[config.mk]
export PLATFORM = sky130hd
export DESIGN_NAME = usb3_pkt_tx
export DESIGN_NICKNAME = d
export VERILOG_FILES = /design/src/rtl/usb3_pkt_tx.sv
export SDC_FILE = /design/constraint.sdc
export NUM_CORES = 1
export LEC_CHECK = 0
export CORE_MARGIN = 5
export CORE_UTILIZATION = 45
export CTS_CLUSTER_DIAMETER = 200
export DETAILED_ROUTE_END_ITERATION = 8
export GPL_ROUTABILITY_DRIVEN = 1
export HOLD_SLACK_MARGIN = 0.08
export PLACE_DENSITY = 0.86
export SYNTH_ARGS = -nofsm -noshare
export SYNTH_HDL_FRONTEND = slang
export SYNTH_SLANG_ARGS = --single-unit
[constraint.sdc]
create_clock -name wrclock -period 1.6 [get_ports wrclock]
set_input_delay 0.48 -clock wrclock [delete_from_list [all_inputs] [get_ports wrclock]]
set_output_delay 0.48 -clock wrclock [all_outputs]
set_load 0.005 [all_outputs]
[src/rtl/usb3_pkt_tx.sv]
// USB3 slave-FIFO transmit framer: header word, PKT_WORDS payload words, then PKTEND.
// Optional trailing checksum word when TX_CSUM_EN is defined.
module usb3_pkt_tx #(
    parameter int PKT_WORDS = 256,
    parameter int DW        = 32
) (
    input  logic          wrclock,
    input  logic          rst_n,
    input  logic          pkt_req,
    input  logic [4:0]    pkt_type,
    output logic          busy,
    output logic          pkt_done,
    output logic          type_err,
    output logic          hdr_alias,
    input  logic [DW-1:0] src_data,
    input  logic          src_valid,
    output logic          src_rd,
    input  logic          USB3_FLAGB,
    output logic [DW-1:0] USB3_DQ,
    output logic          USB3_SLWR_n,
    output logic          USB3_PKTEND_n
);

    typedef enum logic [2:0] {
        S_IDLE,
        S_HDR,
        S_PAY,
`ifdef TX_CSUM_EN
        S_CSUM,
`endif
        S_PEND,
        S_DONE
    } state_t;

    localparam logic [8:0]    LAST_CNT   = 9'(PKT_WORDS);
    localparam logic [DW-1:0] ALIAS_MASK = 32'hFF00_00FF;

    state_t        state, state_nxt;
    logic [2:0]    type_q, type_d;
    logic [8:0]    word_cnt, cnt_d;
    logic [DW-1:0] dq_d;
    logic          slwr_d, pend_d, busy_d, done_d, terr_d, alias_d;
`ifdef TX_CSUM_EN
    logic [DW-1:0] csum_q, csum_d;
`endif

    function automatic logic [15:0] type_code(input logic [2:0] t);
        case (t)
            3'd1:    type_code = 16'h0000;
            3'd2:    type_code = 16'h000A;
            3'd3:    type_code = 16'h0AAA;
            3'd4:    type_code = 16'hAAAA;
            3'd5:    type_code = 16'h00AA;
            default: type_code = 16'h0000;
        endcase
    endfunction

    // Pop only when the FX3 has room and the source has data; one word may
    // still land after FLAGB falls, which the watermark slack absorbs.
    assign src_rd = (state == S_PAY) && USB3_FLAGB && src_valid && (word_cnt < LAST_CNT);

    // NOTE: every signal written here gets a default first, so no path can
    // leave one unassigned and infer a latch.
    always_comb begin
        state_nxt = state;
        type_d    = type_q;
        cnt_d     = word_cnt;
        dq_d      = USB3_DQ;
        slwr_d    = 1'b1;
        pend_d    = 1'b1;
        busy_d    = busy;
        done_d    = 1'b0;
        terr_d    = 1'b0;
        alias_d   = 1'b0;
`ifdef TX_CSUM_EN
        csum_d    = csum_q;
`endif
        unique case (state)
            S_IDLE: begin
                if (pkt_req) begin
                    if (pkt_type inside {[5'd1:5'd5]}) begin
                        type_d    = pkt_type[2:0];
                        busy_d    = 1'b1;
                        state_nxt = S_HDR;
                    end else begin
                        terr_d = 1'b1;
                    end
                end
            end
            S_HDR: begin
`ifdef TX_CSUM_EN
                csum_d = '0;
`endif
                if (USB3_FLAGB) begin
                    dq_d      = {8'hFF, type_code(type_q), 8'hFF};
                    slwr_d    = 1'b0;
                    state_nxt = S_PAY;
                end
            end
            S_PAY: begin
                if (src_rd) begin
                    dq_d    = src_data;
                    slwr_d  = 1'b0;
                    cnt_d   = word_cnt + 9'd1;
                    alias_d = ((src_data & ALIAS_MASK) == ALIAS_MASK);
`ifdef TX_CSUM_EN
                    csum_d  = csum_q + src_data;
`endif
                end else if (word_cnt == LAST_CNT) begin
`ifdef TX_CSUM_EN
                    state_nxt = S_CSUM;
`else
                    state_nxt = S_PEND;
`endif
                end
            end
`ifdef TX_CSUM_EN
            S_CSUM: begin
                if (USB3_FLAGB) begin
                    dq_d      = csum_q;
                    slwr_d    = 1'b0;
                    state_nxt = S_PEND;
                end
            end
`endif
            S_PEND: begin
                pend_d    = 1'b0;
                state_nxt = S_DONE;
            end
            S_DONE: begin
                done_d    = 1'b1;
                busy_d    = 1'b0;
                cnt_d     = '0;
                state_nxt = S_IDLE;
            end
            default: state_nxt = S_IDLE;
        endcase
    end

    // NOTE: sequential state uses non-blocking assignments only, and every
    // register is in the async reset so a mid-packet reset abandons the packet.
    always_ff @(posedge wrclock or negedge rst_n) begin
        if (!rst_n) begin
            state         <= S_IDLE;
            type_q        <= '0;
            word_cnt      <= '0;
            USB3_DQ       <= '0;
            USB3_SLWR_n   <= 1'b1;
            USB3_PKTEND_n <= 1'b1;
            busy          <= 1'b0;
            pkt_done      <= 1'b0;
            type_err      <= 1'b0;
            hdr_alias     <= 1'b0;
`ifdef TX_CSUM_EN
            csum_q        <= '0;
`endif
        end else begin
            state         <= state_nxt;
            type_q        <= type_d;
            word_cnt      <= cnt_d;
            USB3_DQ       <= dq_d;
            USB3_SLWR_n   <= slwr_d;
            USB3_PKTEND_n <= pend_d;
            busy          <= busy_d;
            pkt_done      <= done_d;
            type_err      <= terr_d;
            hdr_alias     <= alias_d;
`ifdef TX_CSUM_EN
            csum_q        <= csum_d;
`endif
        end
    end

endmodule

==> impl_metrics.json <==
{
  "h-tree-depth": 2,
  "power.total_w": 0.005580,
  "die_width_um": 82.44,
  "hold_viol_final": 0,
  "min-delay-start": "USB3_DQ[13]",
  "yosys.area_share.simple": 0.2348,
  "ys_types": 40,
  "stdcell_count": 427,
  "failed_checks": "setup timing",
  "antenna_cells": 0,
  "cts_root_buf": "clkbuf_8",
  "crit_chain": "and4b_1 > nand2_2 > inv_2 > buf_6",
  "grt_pass1_vias": 2142,
  "fin_crit_ns": 1.704,
  "cts_buffer_depth": 2,
  "ant_nets": 0,
  "slowest_stage": "dfrtp_1",
  "vias_per_cell": 5.122,
  "synth_area_leaders": "dfrtp_1 (54%), nand2_1 (6.5%), o21ai_0 (5.9%), nor2_1 (5.1%), dfstp_2 (2.2%)",
  "finalCritPeriodShare": 1.065,
  "hpwl_mm": 4.516,
  "swShare": 0.3462,
  "r2r_start": "state[0]",
  "numCtsBuffers": 5,
  "path_depth": 4,
  "nets": 400,
  "finalMaxSlewViolations": 0,
  "ir_drop_mv": 0.7161,
  "p_per_area_nw_per_um2": 1496,
  "power.internal_w": 0.003648,
  "synth.net_count": 287,
  "async_reset_ff_frac": 1.000,
  "multi_input_area_um2": 1018,
  "antenna_found_initial": 0,
  "crit_path_end_kind": "output port",
  "max_slew_margin": 0.6733,
  "dp.cells": 402,
  "synthAdderAreaFrac": 0.01060,
  "fillers": 394,
  "io_pins": 81,
  "path_delay_family": "flip-flops",
  "ff_latch_area_um2": 1329,
  "synth_top_flop_cell": "dfrtp_1",
  "synth_compound_area_frac": 0.1123,
  "yosys_warnings": 0,
  "reg2regPathDepth": 7,
  "hp-class": "reg -> reg",
  "yosys.area.top_type": "dfrtp_1",
  "avgSynthCellArea_um2": 9.716,
  "setup_slack_ns": -0.1042,
  "utilization": 0.7303,
  "dieArea_um2": 6796,
  "gp_congestion": 0.8043,
  "wl_mm": 6.761,
  "path_max_fanout": 2,
  "cp-startpoint": "word_cnt[8]",
  "rows": 26,
  "cp.arrival_ns": 1.22,
  "drt_iter0_markers": 108,
  "synth_common_cells": "dfrtp_1 (51), nand2_1 (41), nor2_1 (32)",
  "worst_pin_slew_ns": 0.4862,
  "path_buf_inv": 2,
  "run_status": "complete, but fails checks",
  "vias": 2187,
  "clock-sinks": 53,
  "grt_usage": 0.1950,
  "setup_viol": 5,
  "area_delta_synth_final_pct": 57.98,
  "ys_seq_area_frac": 0.5628,
  "synthMuxAreaShare": 0.01431,
  "cts_tree": "yes",
  "core_area_um2": 5107,
  "grt_overflow": 0,
  "drt-wirelength-per-cell_um": 15.83,
  "crit_type": "reg -> out",
  "clkTransAtPathRegs_ns": 0.10,
  "portBuffers": 80,
  "p_leak_nw": 1.826,
  "rsz0062_at_grt": "true",
  "clock_skew_ns": 0.01028,
  "p_comb_frac": 0.468,
  "synth-xor-area-share": 0.02597,
  "die_h_um": 82.44,
  "synth_top_family_by_area": "simple AND/OR/NAND/NOR gates",
  "yosysTopAreaCellShare": 0.5405,
  "p_switching_w": 0.001932,
  "syn_inst": 243,
  "cpPeakStageDelay_ns": 0.39,
  "start_util": 0.4623,
  "max_freq_mhz": 586.8,
  "dr.pass1.iters": 4,
  "yosysMostFrequentCell": "dfrtp_1",
  "synth-seq-cells": 53,
  "start_kind": "flip-flop",
  "synth_edf_count": 0,
  "grt_max_degree": 37,
  "syn_area_um2": 2361,
  "min_path_cells": 2,
  "p_clk_frac": 0.148,
  "maxCapViolCount": 0,
  "grt_pass1_wl_mm": 10.05,
  "hold_ws_ns": 0.4799,
  "layout-drive-gt1-share": 0.1877,
  "drc": 0,
  "insertion_delay_ns": 0.30,
  "required_ns": 1.12,
  "p_seq_frac": 0.385
}
## worst register-to-register path: stages (launching register included)
cell and delay, ns:
dfrtp_1 0.41, buf_6 0.15, and4bb_2 0.33, o211ai_4 0.10
buf_12 0.16, clkbuf_16 0.17, nand2_1 0.09, o21ai_0 0.10
## path summary, 6_finish.rpt
kind	to	slack, ns
setup / recovery	src_rd	-0.10
hold / removal	USB3_DQ[13]	0.48
setup reg to reg	USB3_DQ[26]	-0.04
hold reg to reg	USB3_DQ[13]	0.48
max in group asynchronous	USB3_DQ[30]	0.55
min in group asynchronous	word_cnt[8]	0.58
## sequential cells by signal, indices dropped and copies added, names as in the netlist
name           count
state              3
type_q             3
type_err           1
word_cnt           9
busy               1
hdr_alias          1
pkt_done           1
USB3_PKTEND_n      1
USB3_DQ           32
USB3_SLWR_n        1
## stage by stage
| stage | setup slack, ns | TNS, ns | instance area, um2 |
|---|---|---|---|
| after floorplan | 0.04103 | 0 | 2361 |
| after global placement | -0.7018 | -12.88 | 3385 |
| after detailed placement | -0.7474 | -14.62 | 3385 |
| after CTS | -0.1448 | -0.1448 | 3538 |
| after global routing | -0.1815 | -0.6279 | 3730 |
| final | -0.1042 | -0.1698 | 3730 |
## power by group through the flow
stage,Sequential (W),Combinational [W],Clock [W]
2_1_floorplan,0.00218,0.000984,0
3_3_place_gp,0.00215,0.00232,0
3_5_place_dp,0.00218,0.00240,0
4_1_cts,0.00213,0.00229,0.000847
5_1_grt,0.00220,0.00289,0.000900
6_report,0.00215,0.00261,0.000824
## final cells by class
class,instances,share of cell area
clock inverters,1,0.001342
well taps,70,0.02348
clock buffers,7,0.02583
inverters,9,0.009057
multi-input cells,168,0.2731
flip-flops and latches,53,0.3563
repair buffers,119,0.3110
## cell families after synthesis
group / after synthesis
xor+xnor: 7
compound gates: 44
mux: 3
buf+inv: 22
simple gates: 112
flops: 53
fa+ha+maj: 2
## placed cells by master, fill, tap and decap left out, types with 5 or more instances in the layout
| master | netlist | layout |
|---|---|---|
| clkbuf_8 | 0 | 7 |
| nand4_1 | 8 | 8 |
| nor2_1 | 32 | 32 |
| clkdlybuf4s50_1 | 0 | 33 |
| o21ai_0 | 28 | 24 |
| inv_1 | 9 | 8 |
| dfrtp_1 | 51 | 51 |
| buf_4 | 0 | 27 |
| xor2_1 | 5 | 5 |
| nand2_1 | 41 | 40 |
| dlygate4sd2_1 | 0 | 43 |
| a21oi_1 | 5 | 5 |
## metal layers
layer | global-route usage | part of all wire
met3 | 0.04121 | 0.069
met5 | 0 | 0
met4 | 0.04817 | 0.0096
met2 | 0.3494 | 0.51
met1 | 0.2377 | 0.41
## repair_timing
| action | 4_1_cts | 5_1_grt |
|---|---|---|
| buffers inserted | 10 | 3 |
| pin swaps | 4 | 5 |
| gates resized for setup | 54 | 23 |
| setup endpoints to repair | 44 | 28 |
| endpoints found under the hold margin | 9 | 0 |
| cloned | 0 | 3 |
| hold buffers | 1 | 0 |
No activity file was read; power rests on OpenSTA's default activity.
